[config.mk]
export PLATFORM = sky130hd
export DESIGN_NAME = if_id_hs
export DESIGN_NICKNAME = d
export VERILOG_FILES = /design/src/rtl/if_id_hs.sv
export SDC_FILE = /design/constraint.sdc
export NUM_CORES = 1
export LEC_CHECK = 0
export BUFFER_PORTS_ARGS = -buffer_cell sky130_fd_sc_hd__buf_2
export CORE_ASPECT_RATIO = 0.5
export CORE_MARGIN = 2
export CORE_UTILIZATION = 49
export DETAILED_ROUTE_END_ITERATION = 10
export PLACE_DENSITY = 0.85
export SLEW_MARGIN = 20
export SYNTH_ARGS = -nofsm -noshare
export SYNTH_HDL_FRONTEND = slang
export SYNTH_SLANG_ARGS = --single-unit
[constraint.sdc]
create_clock -name clk -period 3.75 [get_ports clk]
set_input_delay 0.5625 -clock clk [delete_from_list [all_inputs] [get_ports clk]]
set_output_delay 0.5625 -clock clk [all_outputs]
set_load 0.1 [all_outputs]
[src/rtl/if_id_hs.sv]
// ---------------------------------------------------------------------------
// if_id_hs -- fetch-to-decode pipeline register
//
// Carries a PC/instruction pair from fetch to decode with a valid/ready
// handshake, one beat per cycle, in order. Decode back-pressure stalls fetch
// without dropping or duplicating beats. A synchronous flush kills every held
// beat and zeroes the decode-side data. A saturating counter records the
// number of cycles in which decode held off a valid beat.
//
// Build option:
//   IF_ID_SKID_EN  defined   -> adds a skid register pair; if_ready is taken
//                               from the skid-empty flop, so there is no
//                               combinational path from id_ready to if_ready.
//                  undefined -> no skid; if_ready = !id_valid || id_ready.
//
// Ports:
//   clk        in   1            rising-edge clock
//   rst        in   1            asynchronous active-high reset
//   flush      in   1            synchronous kill of all held beats
//   if_valid   in   1            fetch presents a beat
//   if_ready   out  1            block accepts a beat this cycle
//   if_pc      in   PC_W         fetch PC
//   if_inst    in   INST_W       fetch instruction
//   id_valid   out  1            decode beat valid (registered)
//   id_ready   in   1            decode consumes the beat this cycle
//   id_pc      out  PC_W         decode PC (registered)
//   id_inst    out  INST_W       decode instruction (registered)
//   stall_cnt  out  STALL_CNT_W  saturating count of back-pressure cycles
// ---------------------------------------------------------------------------
module if_id_hs #(
    parameter int PC_W        = 32,
    parameter int INST_W      = 32,
    parameter int STALL_CNT_W = 16
) (
    input  logic                   clk,
    input  logic                   rst,
    input  logic                   flush,
    input  logic                   if_valid,
    output logic                   if_ready,
    input  logic [PC_W-1:0]        if_pc,
    input  logic [INST_W-1:0]      if_inst,
    output logic                   id_valid,
    input  logic                   id_ready,
    output logic [PC_W-1:0]        id_pc,
    output logic [INST_W-1:0]      id_inst,
    output logic [STALL_CNT_W-1:0] stall_cnt
);

    localparam logic [STALL_CNT_W-1:0] STALL_ONE = {{(STALL_CNT_W-1){1'b0}}, 1'b1};

    logic                   r_id_valid;
    logic [PC_W-1:0]        r_id_pc;
    logic [INST_W-1:0]      r_id_inst;
    logic [STALL_CNT_W-1:0] r_stall_cnt;

    logic w_accept;
    logic w_main_free;
    logic w_stall;

    // Main register can take a new beat when empty or drained this cycle.
    assign w_main_free = !r_id_valid || id_ready;
    assign w_stall     = r_id_valid && !id_ready;
    assign w_accept    = if_valid && if_ready;

`ifdef IF_ID_SKID_EN
    logic              r_skid_valid;
    logic [PC_W-1:0]   r_skid_pc;
    logic [INST_W-1:0] r_skid_inst;

    // Driven purely from a flop: id_ready never reaches if_ready in the
    // same cycle.
    assign if_ready = !r_skid_valid;

    always_ff @(posedge clk or posedge rst) begin
        if (rst) begin
            r_id_valid   <= 1'b0;
            r_id_pc      <= '0;
            r_id_inst    <= '0;
            r_skid_valid <= 1'b0;
            r_skid_pc    <= '0;
            r_skid_inst  <= '0;
        end else if (flush) begin
            // Flush beats any simultaneous accept: the incoming beat is dropped.
            r_id_valid   <= 1'b0;
            r_id_pc      <= '0;
            r_id_inst    <= '0;
            r_skid_valid <= 1'b0;
            r_skid_pc    <= '0;
            r_skid_inst  <= '0;
        end else if (w_main_free) begin
            if (r_skid_valid) begin
                // Skid is older than anything fetch offers; it goes first.
                // if_ready is low while the skid is full, so no accept here.
                r_id_valid   <= 1'b1;
                r_id_pc      <= r_skid_pc;
                r_id_inst    <= r_skid_inst;
                r_skid_valid <= 1'b0;
            end else if (w_accept) begin
                r_id_valid <= 1'b1;
                r_id_pc    <= if_pc;
                r_id_inst  <= if_inst;
            end else begin
                // Drained with nothing behind it; data keeps its last value.
                r_id_valid <= 1'b0;
            end
        end else if (w_accept) begin
            // Main is stalled: park the accepted beat in the skid.
            r_skid_valid <= 1'b1;
            r_skid_pc    <= if_pc;
            r_skid_inst  <= if_inst;
        end
    end
`else
    assign if_ready = w_main_free;

    always_ff @(posedge clk or posedge rst) begin
        if (rst) begin
            r_id_valid <= 1'b0;
            r_id_pc    <= '0;
            r_id_inst  <= '0;
        end else if (flush) begin
            // Flush beats any simultaneous accept: the incoming beat is dropped.
            r_id_valid <= 1'b0;
            r_id_pc    <= '0;
            r_id_inst  <= '0;
        end else if (w_main_free) begin
            if (w_accept) begin
                r_id_valid <= 1'b1;
                r_id_pc    <= if_pc;
                r_id_inst  <= if_inst;
            end else begin
                // Drained with nothing behind it; data keeps its last value.
                r_id_valid <= 1'b0;
            end
        end
    end
`endif

    // Counts stalled edges regardless of flush; only reset clears it.
    always_ff @(posedge clk or posedge rst) begin
        if (rst) begin
            r_stall_cnt <= '0;
        end else if (w_stall && (r_stall_cnt != '1)) begin
            r_stall_cnt <= r_stall_cnt + STALL_ONE;
        end
    end

    assign id_valid  = r_id_valid;
    assign id_pc     = r_id_pc;
    assign id_inst   = r_id_inst;
    assign stall_cnt = r_stall_cnt;

endmodule

==> impl_results.md, run 1 <==
* Routability-driven placement congestion ratio at 0.760
* RSZ-0062 raised after global routing: false
* I/O pin cnt at 151
* Remaining global-route overflow at 0
* Max-slew headroom at 0.406
* Data arrival, critical path at 2.28 ns
* Post-Syn Area per Cell at 14.1 um2
* Synth Warn # at 0
* Pre-antenna DRT Iters at 4
* Inserted Diodes at 0
* Post-synthesis register bit count at 81
* Root Buffer: clkbuf_16
* Fraction of layout cells with a size suffix above 1 at 0.477
* Core ar. at 6110 um2
* Mapped cell area at 3110 um2
* Post-CTS setup buffer count at 0
* Synth Flop Type: dfrtp_1
* Cts repair resizes at 0
* Async set or reset register ratio after synthesis at 1.00
* Via density at 5.28
* Max Fclk at 0.494 GHz
* Synth Instances at 220
* IO Port Bufs at 150
* Number of synthesized flops with an enable pin at 0
* Post-synthesis sequential area ratio at 0.652
* P_leak at 2.38 nW
* Total Wirelength at 7.68 mm
* Critical path capture point type: flop
* Clk slew on worst S/H paths at 0.06 ns
* Die width at 117 um
* Worst Skew at 0.00723 ns
* Tcrit/Tclk final at 0.539
* Yosys cell types at 30
* Crit Path Category: in -> reg
* Row count at 20
* FF/Latch Area at 2030 um2
* WL/cell at 16.5 um
* Minimum clock period at 2.02 ns
* Largest net degree at the start of global routing at 56
* First-pass GRT wire length at 11.6 mm
* Final ANT Viol Nets at 0
* Worst Tran Pin Value at 0.891 ns
* Total negative slack at 0 ns
* Initial DRC count at 195
* Via count at 2457
* Max Slew Vio Count at 0
* Fin. Hold Viols at 0
* Status: complete, no violations
* H-tree lvl count at 3
* Nets at 442
* Hold/Removal Path Class: in -> async
* DIE AREA at 7040 um2
* Clock buffer depth at 2
* Worst-Skew Late Latency at 0.33 ns
* Total CTS buffers at 9
* VDD IR max at 0.000375 V
* Layout area overhead at 36.8%
* # DRC at 0
* Die height at 60.3 um
* Syn_nets at 290
* GRT Util Overall at 0.219
* Footprint of the multi-input gates at 1020 um2
* CTS tree: yes
* Worst Path Max Fanout at 34
* Fill cells at 442
* Final Setup Violations at 0
* Fin cells at 465
* CTS sink cnt at 81
* DP Cell Count at 449
* Vias in the first global route at 2345
* Max-Cap Viols at 0
* Cell Pwr Density at 629 nW/um2
* Initial core utilization at 0.509
* CP Data Required Time at 4.01 ns
* HPWL after DPL at 5.37 mm
* Hold Buf Count CTS at 0
* Startpoint types: input pin
* Antenna violations before repair at 0
## stage by stage
stage / area (um2) / setup slack [ns] / hold slack (ns) / total power [mW] / util
after floorplan: 3110 / 1.11 / 0.626 / 1.65 / -
after global placement: 3950 / 1.53 / 0.485 / 1.80 / 0.647
after detailed placement: 3950 / 1.42 / 0.488 / 1.81 / 0.647
after CTS: 4260 / 1.75 / 0.427 / 2.70 / 0.697
after global routing: 4260 / 1.60 / 0.441 / 2.77 / 0.697
final: 4260 / 1.73 / 0.393 / 2.68 / 0.697
## worst paths after layout
kind                        startpoint     endpoint  slack, ns  cells past startpoint
setup / recovery              id_ready    id_pc[30]       1.73                      5
hold / removal                     rst     id_pc[7]       0.39                      2
setup reg to reg              id_valid    id_pc[30]       1.77                      4
hold reg to reg            id_inst[26]  id_inst[26]       0.50                      1
max in group asynchronous          rst  id_inst[16]       2.50                      3
min in group clk             if_pc[10]    id_pc[10]       0.45                      2
## cell families after synthesis
logic type | share of synthesized area
xor gates and xnor gates | 0.0253
buffers and inverters | 0.0241
AOI/OAI and AO/OA | 0.195
and+or+nand+nor | 0.0885
adders and majority gates | 0.00402
muxes | 0.0113
DFF | 0.652
## cells in the mapped netlist (2+ instances only)
cell type / count / share of area
nand2_1: 4 / 0.0048
nor2_1: 4 / 0.0048
dfrtp_1: 81 / 0.65
inv_1: 4 / 0.0048
and3_1: 5 / 0.010
a22o_1: 64 / 0.18
nand4_1: 5 / 0.010
xor2_1: 5 / 0.014
buf_2: 12 / 0.019
nand4_2: 2 / 0.0080
nor3_1: 5 / 0.0080
nor2_2: 2 / 0.0040
a21oi_1: 3 / 0.0048
nand3_1: 4 / 0.0064
xnor2_1: 4 / 0.011
mux2i_1: 2 / 0.0064
## cell type report
type	count	share of cell area
inverters	4	0.00382
well taps	88	0.0259
flip-flops and latches	81	0.476
multi-input cells	123	0.240
clock buffers	11	0.0570
repair buffers	153	0.182
clock inverters	5	0.0153
## registers in the layout, indices dropped and copies added (netlist names)
signal     count
id_inst       32
id_pc         32
id_valid       1
stall_cnt     16
## where the power goes
part	switching, mW	internal (mW)
registers	0.0704	0.944
logic	0.647	0.134
clock network	0.344	0.539
total	1.06	1.62
## layer usage
| layer | GRT usage | up-vias | routed length (um) |
|---|---|---|---|
| met5 | 0 | - | 0 |
| met4 | 0.0840 | 0 | 119 |
| met3 | 0.0649 | 10 | 343 |
| met2 | 0.379 | 75 | 4150 |
| met1 | 0.269 | 1229 | 3060 |
| li1 | - | 1143 | - |
## critical path, stage by stage
cell	delay [ns]
buf_2	0.11
nand2b_2	0.23
a21oi_4	0.69
buf_4	0.46
a22o_1	0.21
## layout by cell type, fill, tap and decap left out, types with 2 or more instances in the layout
cell type	netlist	routed
a21oi_1	3	3
a22o_1	64	64
and3_1	5	5
buf_2	12	150
buf_4	0	3
clkbuf_16	0	9
clkinv_4	0	4
dfrtp_1	81	81
inv_1	4	3
mux2i_1	2	2
nand2_1	4	4
nand3_1	4	4
nand4_1	5	5
nand4_2	2	2
nor2_1	4	4
nor3_1	5	5
xnor2_1	4	4
xor2_1	5	5
Note: power is estimated with default switching activity, not from simulation.
==> run 2, diff against run 1 <==
--- a/config.mk
+++ b/config.mk
@@ -8,9 +8,9 @@
 export BUFFER_PORTS_ARGS = -buffer_cell sky130_fd_sc_hd__buf_2
 export CORE_ASPECT_RATIO = 0.5
 export CORE_MARGIN = 2
-export CORE_UTILIZATION = 49
+export CORE_UTILIZATION = 41
 export DETAILED_ROUTE_END_ITERATION = 10
-export PLACE_DENSITY = 0.85
+export PLACE_DENSITY = 0.76
 export SLEW_MARGIN = 20
 export SYNTH_ARGS = -nofsm -noshare
 export SYNTH_HDL_FRONTEND = slang
==> constraint.sdc (replaced) <==
create_clock -name clk -period 1.8 [get_ports clk]
set_input_delay 0.27 -clock clk [delete_from_list [all_inputs] [get_ports clk]]
set_output_delay 0.27 -clock clk [all_outputs]
set_load 0.1 [all_outputs]
==> run 2 against run 1 <==
  * First-iteration DRC count is 23% lower
  * Cell area is 4.3% higher
  * Critical path depth is 3 lower
  * Count of clock-buffer cells in the layout fell by 1
  * Total power is 120% higher
  * Via count increased by 1.0%
  * Die area is 18% higher
  * Clock power increased by 150%
  * Sequential share of layout area shrank 1.3 points
  * Wire length up 3.2%
  * Non-clock buffer count up 4
  * Highest routed layer unchanged
==> impl_results.md, run 2 (same netlist as run 1, synthesis figures left out) <==
* Remaining global-route overflow at 0
* WHS Endpoint: id_pc[24]
* IO Port Bufs at 150
* Largest net degree at the start of global routing at 65
* Total negative slack at 0 ns
* Status: complete, no violations
* CTS sink cnt at 81
* First-pass GRT wire length at 12.4 mm
* Initial DRC count at 150
* Final ANT Viol Nets at 0
* HPWL after DPL at 5.49 mm
* Slowest cell on crit path: dfrtp_4
* Die height at 65.6 um
* Commonest non-fill, non-tap cells in the layout: buf_2 (150), a22o_1 (64), dfrtp_1 (64), dfrtp_2 (14), clkbuf_16 (9)
* Worst Skew at 0.00534 ns
* Pre-antenna DRT Iters at 5
* DIE AREA at 8340 um2
* Worst-path cell chain: nand2b_4 -> buf_2
* Clk slew on worst S/H paths at 0.06 ns
* Tcrit/Tclk final at 0.921
* Data arrival, critical path at 1.39 ns
* Fin. Hold Viols at 0
* Fraction of layout cells with a size suffix above 1 at 0.526
* Cts repair resizes at 0
* Max Slew Vio Count at 0
* Max stage delay on crit path at 0.50 ns
* RSZ-0062 raised after global routing: false
* Fill cells at 595
* Total Wirelength at 7.92 mm
* Routability-driven placement congestion ratio at 0.800
* Via count at 2482
* Initial core utilization at 0.423
* R2R depth at 5
* Critical path capture point type: output port
* Clock buffer depth at 2
* WL/cell at 16.6 um
* Minimum clock period at 1.66 ns
* P_leak at 2.42 nW
* Final Power at 5.99 mW
* VDD IR max at 0.000713 V
* Final Setup Violations at 0
* Hold/Removal Path Class: in -> reg
* Setup WS post-layout at 0.143 ns
* H-tree lvl count at 3
* Crit Path Category: reg -> out
* I/O pin cnt at 151
* Worst Tran Pin Value at 0.496 ns
* Layout area overhead at 42.6%
* R2R Path End: stall_cnt[12]
* Total CTS buffers at 9
* Commonest non-fill, non-tap cell in the layout: buf_2
* Worst hold slack at 0.151 ns
* Inserted Diodes at 0
* Root Buffer: clkbuf_16
* Worst-Skew Late Latency at 0.33 ns
* Post-placement cell area at 4070 um2
* Pre-CTS setup slack at 0.242 ns
* Die width at 127 um
* CTS tree: yes
* Antenna violations before repair at 0
* Max Fclk at 0.603 GHz
* # DRC at 0
* Final non-filler cell area at 4440 um2
* Cell Pwr Density at 1350 nW/um2
* Row count at 22
* Hold Crit Depth at 2
* Nets at 446
* Worst Path Max Fanout at 5
* GRT Util Overall at 0.192
* Flop2flop setup slack at 0.22 ns
* Max-Cap Viols at 0
* Core ar. at 7350 um2
* R2R Path Start: stall_cnt[0]
* Vias in the first global route at 2497
* Via density at 5.21
* Max-slew headroom at 0.669
* CP Data Required Time at 1.53 ns
* Startpoint types: flop
* Min-delay src: if_pc[24]
[run 2: cell count changes in the layout (fill, tap and decap cells not counted), sizes merged]
cell,previous run,this run
buf,153,156
bufinv,1,4
inv,3,4
clkinv,5,0
clkbuf,11,10
dlygate4sd3,0,1
clkinvlp,0,1
[run 2: worst max-delay path by stage]
| stage | slack (ns) | from | endpoint |
|---|---|---|---|
| floorplan | 0.006 | stall_cnt[1] | stall_cnt[12] |
| detailed placement | 0.24 | stall_cnt[0] | stall_cnt[12] |
| global route | 0.10 | stall_cnt[1] | stall_cnt[12] |
| CTS | 0.13 | id_valid | if_ready |
| finish | 0.14 | id_valid | if_ready |
| global placement | 0.30 | stall_cnt[0] | stall_cnt[12] |
[run 2: area by class of cell]
type,instances,area (um2),area share
sequential,81,2060,0.463
multi-input combinational,123,1030,0.232
timing repair buffer,157,856,0.193
clock buffer,10,229,0.0516
clock inverter,5,129,0.0290
tap,96,120,0.0271
inverter,4,18.8,0.00423
[run 2: power breakdown]
part / switching, mW / leakage [nW] / internal, mW
registers: 0.144 / 1.05 / 1.99
clock network: 0.698 / 0.173 / 1.49
logic: 1.37 / 1.19 / 0.303
[run 2: stage by stage]
stage / util / std cells
finish: 0.604 / 476
global route: 0.604 / 476
CTS: 0.604 / 476
detailed placement: 0.554 / 460
global placement: 0.554 / 460
floorplan: - / 220
[run 2: layer usage]
layer	wire [um]	GRT usage
met5	0	0
met4	88	0.0701
met3	332	0.0537
met2	4230	0.327
met1	3270	0.238
[run 2: worst max-delay path: cells and delay by family (launching register included)]
kind / cells / cell delay (ns)
and+or+nand+nor: 1 / 0.12
DFF: 1 / 0.50
buffers and inverters: 1 / 0.44
[run 2: repair_timing]
item,in CTS,in global routing
endpoints found under the hold margin,18,0
setup endpoints to repair,0,0
hold buffers,1,0
buffers inserted,0,0
